==> src/rtl/timer_bank.sv <==
// Multi-channel memory-mapped timer: N_CH up/down counters with compare match,
// sticky W1C status flags, level interrupts and one shared prescaler.
module timer_bank #(
    parameter int unsigned ADDR_START  = 0,
    parameter int unsigned N_CH        = 2,
    parameter int unsigned WORD_W      = 32,
    parameter int unsigned CNT_W       = WORD_W,
    parameter int unsigned PRESC_W     = 16,
    parameter int unsigned ADDR_W      = 32,
    parameter int unsigned MEM_COUNT_W = 4,
    parameter int unsigned MEM_CODE_W  = 2,
    parameter int unsigned CODE_OK     = 0,
    parameter int unsigned CODE_ERR    = 1
) (
    input  logic                   clk,
    input  logic                   reset,
    input  logic [ADDR_W-1:0]      i_req_addr,
    input  logic [WORD_W-1:0]      i_req_wr_data,
    input  logic                   i_req_wr_en,
    input  logic [MEM_COUNT_W-1:0] i_req_count,
    output logic [WORD_W-1:0]      o_res_rd_data,
    output logic [MEM_CODE_W-1:0]  o_res_code,
    output logic [N_CH-1:0]        o_irq
);

    localparam int unsigned BPW     = WORD_W / 8;
    localparam int unsigned N_WORDS = 4 * N_CH + 2;
    localparam int unsigned KH_W    = ADDR_W - 2;

    logic [N_CH-1:0]    r_en;
    logic [N_CH-1:0]    r_down;
    logic [N_CH-1:0]    r_irq_en;
    logic [N_CH-1:0]    r_flag;
    logic [1:0]         r_mode [N_CH];
    logic [CNT_W-1:0]   r_load [N_CH];
    logic [CNT_W-1:0]   r_cmp  [N_CH];
    logic [CNT_W-1:0]   r_cnt  [N_CH];
    logic [PRESC_W-1:0] r_presc;
    logic [PRESC_W-1:0] r_pc;

    logic [ADDR_W-1:0]  w_off;
    logic [ADDR_W-1:0]  w_k;
    logic [KH_W-1:0]    w_k_hi;
    logic               w_valid;
    logic               w_wr;
    logic               w_wr_status;
    logic               w_wr_presc;
    logic               w_tick;
    logic [N_CH-1:0]    w_wr_ctrl;
    logic [N_CH-1:0]    w_wr_load;
    logic [N_CH-1:0]    w_wr_cmp;
    logic [N_CH-1:0]    w_wr_cnt;
    logic [N_CH-1:0]    w_match;
    logic [CNT_W-1:0]   w_next [N_CH];

    // Address decode; addresses below ADDR_START wrap high and fall out of range.
    always_comb begin
        w_off       = i_req_addr - ADDR_W'(ADDR_START);
        w_k         = w_off / ADDR_W'(BPW);
        w_k_hi      = w_k[ADDR_W-1:2];
        w_valid     = (i_req_count == MEM_COUNT_W'(BPW))
                      && ((w_off % ADDR_W'(BPW)) == '0)
                      && (w_k < ADDR_W'(N_WORDS));
        w_wr        = w_valid && i_req_wr_en;
        w_wr_status = w_wr && (w_k == ADDR_W'(4 * N_CH));
        w_wr_presc  = w_wr && (w_k == ADDR_W'(4 * N_CH + 1));
        w_wr_ctrl   = '0;
        w_wr_load   = '0;
        w_wr_cmp    = '0;
        w_wr_cnt    = '0;
        for (int c = 0; c < N_CH; c++) begin
            if (w_wr && (w_k_hi == KH_W'(c))) begin
                w_wr_ctrl[c] = (w_k[1:0] == 2'd0);
                w_wr_load[c] = (w_k[1:0] == 2'd1);
                w_wr_cmp[c]  = (w_k[1:0] == 2'd2);
                w_wr_cnt[c]  = (w_k[1:0] == 2'd3);
            end
        end
    end

    // Tick and per-channel next count; the match uses the pre-step count.
    always_comb begin
        w_tick = (r_pc == r_presc);
        for (int c = 0; c < N_CH; c++) begin
            w_match[c] = w_tick && r_en[c] && (r_cnt[c] == r_cmp[c]);
            if (w_match[c] && ((r_mode[c] == 2'd1) || (r_mode[c] == 2'd2))) begin
                w_next[c] = r_load[c];
            end else if (r_down[c]) begin
                w_next[c] = r_cnt[c] - CNT_W'(1);
            end else begin
                w_next[c] = r_cnt[c] + CNT_W'(1);
            end
        end
    end

    // Combinational read path over pre-edge register state.
    always_comb begin
        o_res_rd_data = '0;
        o_res_code    = MEM_CODE_W'(CODE_ERR);
        if (w_valid) begin
            o_res_code = MEM_CODE_W'(CODE_OK);
            for (int c = 0; c < N_CH; c++) begin
                if (w_k_hi == KH_W'(c)) begin
                    case (w_k[1:0])
                        2'd0:    o_res_rd_data = WORD_W'({r_irq_en[c], r_mode[c], r_down[c], r_en[c]});
                        2'd1:    o_res_rd_data = WORD_W'(r_load[c]);
                        2'd2:    o_res_rd_data = WORD_W'(r_cmp[c]);
                        default: o_res_rd_data = WORD_W'(r_cnt[c]);
                    endcase
                end
            end
            if (w_k == ADDR_W'(4 * N_CH)) begin
                o_res_rd_data = WORD_W'(r_flag);
            end
            if (w_k == ADDR_W'(4 * N_CH + 1)) begin
                o_res_rd_data = WORD_W'(r_presc);
            end
        end
    end

    assign o_irq = r_flag & r_irq_en;

    // Register state; a bus write overrides the tick action on the written register.
    always_ff @(posedge clk) begin
        if (reset) begin
            r_en     <= '0;
            r_down   <= '0;
            r_irq_en <= '0;
            r_flag   <= '0;
            r_presc  <= '0;
            r_pc     <= '0;
            for (int c = 0; c < N_CH; c++) begin
                r_mode[c] <= '0;
                r_load[c] <= '0;
                r_cmp[c]  <= '0;
                r_cnt[c]  <= '0;
            end
        end else begin
            if (w_wr_presc) begin
                r_presc <= PRESC_W'(i_req_wr_data);
                r_pc    <= '0;
            end else if (w_tick) begin
                r_pc <= '0;
            end else begin
                r_pc <= r_pc + PRESC_W'(1);
            end
            for (int c = 0; c < N_CH; c++) begin
                if (w_match[c]) begin
                    r_flag[c] <= 1'b1;
                end else if (w_wr_status && i_req_wr_data[c]) begin
                    r_flag[c] <= 1'b0;
                end
                if (w_wr_ctrl[c]) begin
                    r_en[c]     <= i_req_wr_data[0];
                    r_down[c]   <= i_req_wr_data[1];
                    r_mode[c]   <= i_req_wr_data[3:2];
                    r_irq_en[c] <= i_req_wr_data[4];
                end else if (w_match[c] && (r_mode[c] == 2'd2)) begin
                    r_en[c] <= 1'b0;
                end
                if (w_wr_load[c]) begin
                    r_load[c] <= CNT_W'(i_req_wr_data);
                end
                if (w_wr_cmp[c]) begin
                    r_cmp[c] <= CNT_W'(i_req_wr_data);
                end
                if (w_wr_cnt[c]) begin
                    r_cnt[c] <= CNT_W'(i_req_wr_data);
                end else if (w_tick && r_en[c]) begin
                    r_cnt[c] <= w_next[c];
                end
            end
        end
    end

endmodule

==> config.mk <==
export PLATFORM = sky130hd
export DESIGN_NAME = timer_bank
export DESIGN_NICKNAME = d
export VERILOG_FILES = /design/src/rtl/timer_bank.sv
export SDC_FILE = /design/constraint.sdc
export NUM_CORES = 1
export LEC_CHECK = 0
export CAP_MARGIN = 20
export CORE_MARGIN = 5
export CORE_UTILIZATION = 60
export CTS_CLUSTER_DIAMETER = 120
export CTS_CLUSTER_SIZE = 8
export DETAILED_ROUTE_END_ITERATION = 10
export GPL_ROUTABILITY_DRIVEN = 0
export GPL_TIMING_DRIVEN = 0
export HOLD_SLACK_MARGIN = 0.08
export PLACE_DENSITY_LB_ADDON = 0.05
export SETUP_SLACK_MARGIN = 0.1
export SLEW_MARGIN = 20
export SYNTH_ARGS = -nofsm -noshare
export SYNTH_HDL_FRONTEND = slang
export SYNTH_SLANG_ARGS = --single-unit
export TNS_END_PERCENT = 10
==> constraint.sdc <==
create_clock -name clk -period 5.5 [get_ports clk]
set_input_delay 1.1 -clock clk [delete_from_list [all_inputs] [get_ports clk]]
set_output_delay 1.1 -clock clk [all_outputs]
set_load 0.1 [all_outputs]
Yosys cells after proc, flatten, opt, wreduce, memory -nomap -nowiden
Memory sizes are Yosys's and may differ from the RTL's.
Index checks and enable logic that the tools add are counted.
{"block": "classes", "n_bitwise": 11, "div_mod_pow": 0, "magnitude_cmp": 1, "n_shift": 0, "mux": 72, "eq_ne": 14, "add_sub_neg": 5, "n_mul": 0, "n_reduce_logical": 27}
{"cell": "32-bit two-way mux", "count": 17}
{"cell": "32-bit case mux with 3 select lines", "count": 2}
{"cell": "32-bit by 1-bit adder with 32-bit output (second input constant)", "count": 2}
{"cell": "32-bit equality test", "count": 2}
{"cell": "32-bit by 1-bit subtractor with 32-bit output (second input constant)", "count": 2}
{"cell": "30-bit by 4-bit equality test with 1-bit output (second input constant)", "count": 2}
{"cell": "1-bit two-way mux", "count": 51}
{"cell": "32-bit zero test", "count": 1}
{"cell": "30-bit zero test", "count": 1}
{"cell": "30-bit by 4-bit < comparator with 1-bit output (second input constant)", "count": 1}
{"cell": "28-bit by 1-bit equality test with 1-bit output (second input constant)", "count": 1}
{"cell": "1-bit logical AND", "count": 17}
{"cell": "16-bit by 1-bit adder with 16-bit output (second input constant)", "count": 1}
{"cell": "16-bit equality test", "count": 1}
{"cell": "1-bit bitwise OR", "count": 10}
{"cell": "2-bit equality test (second input constant)", "count": 4}
{"cell": "2-bit nonzero test", "count": 4}
{"cell": "2-bit by 1-bit equality test with 1-bit output (second input constant)", "count": 3}
{"cell": "4-bit by 3-bit equality test with 1-bit output (second input constant)", "count": 1}
{"cell": "2-bit two-way mux", "count": 2}
{"cell": "3-bit OR reduction", "count": 1}
{"cell": "2-bit bitwise AND", "count": 1}
{"cell": "2-bit zero test", "count": 1}
{"cell": "1-bit logical OR", "count": 2}
{"block": "totals", "latch_bits": 0, "output_inout_bits": 36, "rom_bits": 0, "mem_count": 4, "ff_bits": 40, "mem_bits_rw": 196, "in_bits": 71, "word_cells": 144}
{"memory": "r_cmp", "words": 2, "word_bits": 32, "read_ports": 2, "rd_ports_with_merged_regs": 0, "write_ports": 2, "line": "36", "source": "logic [CNT_W-1:0] r_cmp [N_CH];"}
{"memory": "r_cnt", "words": 2, "word_bits": 32, "read_ports": 2, "rd_ports_with_merged_regs": 0, "write_ports": 2, "line": "37", "source": "logic [CNT_W-1:0] r_cnt [N_CH];"}
{"memory": "r_load", "words": 2, "word_bits": 32, "read_ports": 2, "rd_ports_with_merged_regs": 0, "write_ports": 2, "line": "35", "source": "logic [CNT_W-1:0] r_load [N_CH];"}
{"memory": "r_mode", "words": 2, "word_bits": 2, "read_ports": 2, "rd_ports_with_merged_regs": 0, "write_ports": 2, "line": "34", "source": "logic [1:0] r_mode [N_CH];"}

Depth between registers and ports, before layout
{"block": "logic_depth", "ltp_word": 11, "mapped_depth": 13}

Worst setup path before layout
Ideal clock, no wire load.
{"block": "synth_path", "path_type": "in2out", "from": "input port i_req_count[3]", "to": "output port o_res_rd_data[4]", "setup_slack_ns": -0.834, "arrival_ns": 5.234, "stages": 6, "path_cell_list": "or4b_1 > nor3_2 > nand3_2 > or2_2 > clkbuf_1 > o21ai_0"}
{"block": "synth_between", "elab_chain_len": 4}
{"element": "from (decl)", "line": "20", "source": "input logic [MEM_COUNT_W-1:0] i_req_count,"}
{"element": "4-bit by 3-bit equality test with 1-bit output", "line": "61", "source": "w_valid = (i_req_count == MEM_COUNT_W'(BPW))"}
{"element": "1-bit logical AND", "line": "62", "source": "&& ((w_off % ADDR_W'(BPW)) == '0)"}
{"element": "1-bit logical AND", "line": "63", "source": "&& (w_k < ADDR_W'(N_WORDS));"}
{"element": "32-bit two-way mux", "line": "100", "source": "if (w_valid) begin"}
{"element": "to (decl)", "line": "21", "source": "output logic [WORD_W-1:0] o_res_rd_data,"}
No other way between the ends.

Final worst setup path
{"block": "layout_path", "from": "input port i_req_addr[3]", "to": "output port o_res_rd_data[3]"}
{"block": "layout_between", "elab_chain_len": 7, "word_cells_on_any_way": 14}
{"element": "from (decl)", "line": "17", "source": "input logic [ADDR_W-1:0] i_req_addr,"}
{"element": "branches (longest 6 deep; another with 30-bit by 4-bit < comparator with 1-bit output)"}
{"element": "32-bit two-way mux (*)", "line": "100"}
Every way passes the cells marked *.

==> qor.yml <==
setup_path:
  timing.critical_path.arrival_ns: 4.25
  worstPathMaxFanout: 10
  worstSetupStartpointType: "input pin"
  kind_of_end_point_of_the_critical_path: "output port"
  worst_path_required_time_ns: 4.40
  worst-setup-path-type: "input pin to output port"
logic_synthesis:
  avgSynthCellArea_um2: 10.2
  yosysWarnings: 0
  yosys.area.top_type: "edfxtp_1"
  synth.yosys.seq_area_share: 0.441
  netlist_area_um2: 15200
  synth.ff_latch_count: 236
  synth_top_area_frac: 0.388
  synthArstFlopShare: 0
  synth.lib_cells_used.distinct: 81
  synth-edff-count: 196
  synthesis.nets: 1626
  synth.cells.most_frequent: "edfxtp_1, nand2_1, nor2_1"
  synth.most_common_cell: "edfxtp_1"
  cell_types_with_the_largest_area_share_after_synthesis: "edfxtp_1, xor2_1, dfxtp_1"
  post_synthesis_instance_total: 1490
  postSynth.topFlopCell: "edfxtp_1"
detailed_routing:
  routed_via_density: 6.65
  detail_route.wirelength_um: 49400
  drt_pre_antenna_iters: 9
  drt_iter0_markers: 1733
  route.vias.total: 13134
  drt_drc_violations_left: 0
  route.detailed.wl_per_inst_um: 25.0
  number_of_antenna_violating_nets_in_the_routed_design: 0
floorplan:
  fp.dieArea_um2: 28600
  die_height_um: 169
  core-area_um2: 25000
  die-width_um: 169
  std_cell_rows: 58
  initial_core_utilization: 0.606
  ioPinCount: 107
grt:
  vias_in_the_first_global_route: 12174
  grt_pass1_wl_um: 72400
  maximum_number_of_pins_on_one_net_before_global_route_repair: 35
  antenna_found_initial: 1
  globalRouteOverflowTotal: 0
  groute.usage.overall: 0.333
sta:
  worst_hold_slack_ns: 0.492
  final-max-slew-violation-count: 0
  rsz0062_at_grt: "true"
  fin_tns_setup_ns: 0
  fmax_mhz: 187
  min_period_over_period: 0.972
  final_critical_path_setup_slack_ns: 0.151
  tightest_slew_ns: 1.00
  number_of_setup_violations_in_the_final_report: 0
  finClkSkew_ns: 0.0206
  min_period_ns: 5.35
  timing.final.hold_violations: 0
  relSlewSlack: 0.324
flow_run:
  max_cap_violations: 0
final_layout:
  number_of_nets_in_the_finished_design: 1768
  finalNonFillerCells: 1976
  area.growth.synth_to_final_pct: 16.4
  drive_above_1_share: 0.109
  insertedDiodeCount: 0
power_and_ir_drop:
  totalPowerFinal_uw: 4470
  cellLeakagePower_uw: 0.00684
  vdd.ir_drop.worst_mv: 0.219
  power_density_relative_to_cell_area_nw_per_um2: 253
cts:
  clockRootBuffer: "clkbuf_16"
  cts.htree.levels: 2
  clk_transition_reported_paths_ns: 0.05
  clock_sink_count: 236
  clock_insertion_delay_at_the_later_pin_of_the_skew_report_ns: 0.51
  holdBufCountCts: 0
  numCtsBuffers: 35
  cts_post_setup_buffers_inserted: 0
  cts_buffer_depth: 3
  tritoncts: "done"
min_path:
  min-delay-path-class: "register to register"
placed_design:
  placement.io_buffers: 104
  dp_hpwl_um: 38400
  dpl.cell_count: 1926
  place_worst_setup_slack_ns: -0.779
run_status:
  outcome: "finished clean"
==> layer usage <==
metal / global-route usage / part of all wire / vias to the layer above
met5: 0 / 0 / -
met4: 0.117 / 0.040 / 0
met3: 0.110 / 0.14 / 141
met2: 0.489 / 0.43 / 914
met1: 0.466 / 0.39 / 6199
li1: - / - / 5880
==> worst paths after layout <==
path	slack, ns	to	depth (start not counted)	startpoint
worst min register to register	0.49	r_pc[0]	1	r_pc[0]
worst min-delay path	0.49	r_pc[0]	1	r_pc[0]
worst max register to register	1.54	r_cnt[1][30]	12	r_down[1]
worst max-delay path	0.15	o_res_rd_data[3]	8	i_req_addr[3]
==> cells by family (layout without fill, tap and decap cells) <==
group	Yosys count	count (layout)	share of synthesized area
other	1	1	0.000247
AO/OA/AOI/OAI	391	391	0.173
multiplexers	80	80	0.0658
flip-flops	236	236	0.441
XOR/XNOR	147	147	0.0849
buffers and inverters	94	250	0.0243
AND/OR/NAND/NOR	476	476	0.156
adder cells (fa/ha/maj)	65	65	0.0546
==> state kept, by name (all words and copies together), names as in the netlist, 4 cells and up <==
| register | count |
|---|---|
| r_pc | 16 |
| r_mode | 4 |
| r_cmp | 64 |
| r_load | 64 |
| r_presc | 16 |
| r_cnt | 64 |
==> layout make-up <==
class | instances | area [um^2]
buffer | 76 | 307
clock buffer | 48 | 946
clock inverter | 3 | 55.1
fill | 1924 | 7380
inverter | 17 | 63.8
multi-input combinational | 1160 | 8140
sequential | 236 | 6690
tap | 330 | 413
timing repair buffer | 106 | 1040
==> what timing repair did <==
action | 4_1_cts | 5_1_grt
cloned | 0 | 0
resized for setup | 92 | 33
endpoints found under the setup margin | 32 | 32
==> placed cells by master (no fill, tap or decap), drive strengths merged, types with 5 or more instances in the layout <==
| cell type | instances |
|---|---|
| edfxtp | 196 |
| nand2 | 140 |
| nor2 | 123 |
| clkbuf | 111 |
| xor2 | 98 |
| a21oi | 98 |
| clkdlybuf4s50 | 72 |
| o21ai | 69 |
| a22oi | 66 |
| ha | 63 |
| mux2 | 54 |
| xnor2 | 49 |
| and3 | 42 |
| dfxtp | 40 |
| and2 | 39 |
| a21o | 37 |
| buf | 30 |
| nor4 | 29 |
| nand3 | 24 |
| a211oi | 20 |
| inv | 18 |
| nor3 | 17 |
| o22a | 16 |
| mux2i | 16 |
| nand2b | 14 |
| nand4 | 13 |
| a22o | 12 |
| clkdlybuf4s15 | 12 |
| o22ai | 11 |
| a31oi | 11 |
| mux4 | 10 |
| o21bai | 9 |
| nor2b | 7 |
| or3 | 7 |
| o31ai | 5 |
| nor3b | 5 |
==> worst max-delay path: stages <==
cell             delay (ns)
clkdlybuf4s50_1        0.49
clkbuf_1               0.45
buf_2                  0.45
clkbuf_2               0.37
mux4_2                 0.38
a222oi_1               0.34
nor2_1                 0.06
dlygate4sd2_1          0.59
==> through the flow <==
step	utilization	cell area, um^2
2_1_floorplan	-	15200
3_3_place_gp	0.664	16600
3_5_place_dp	0.667	16700
4_1_cts	0.708	17700
5_1_grt	0.705	17700
6_report	0.705	17700
==> power breakdown <==
part	internal (uW)	total, uW	switching (uW)
Combinational	157	383	226
Sequential	2000	2070	68.8
Clock	1230	2010	778
(Power assumes the default switching activity.)
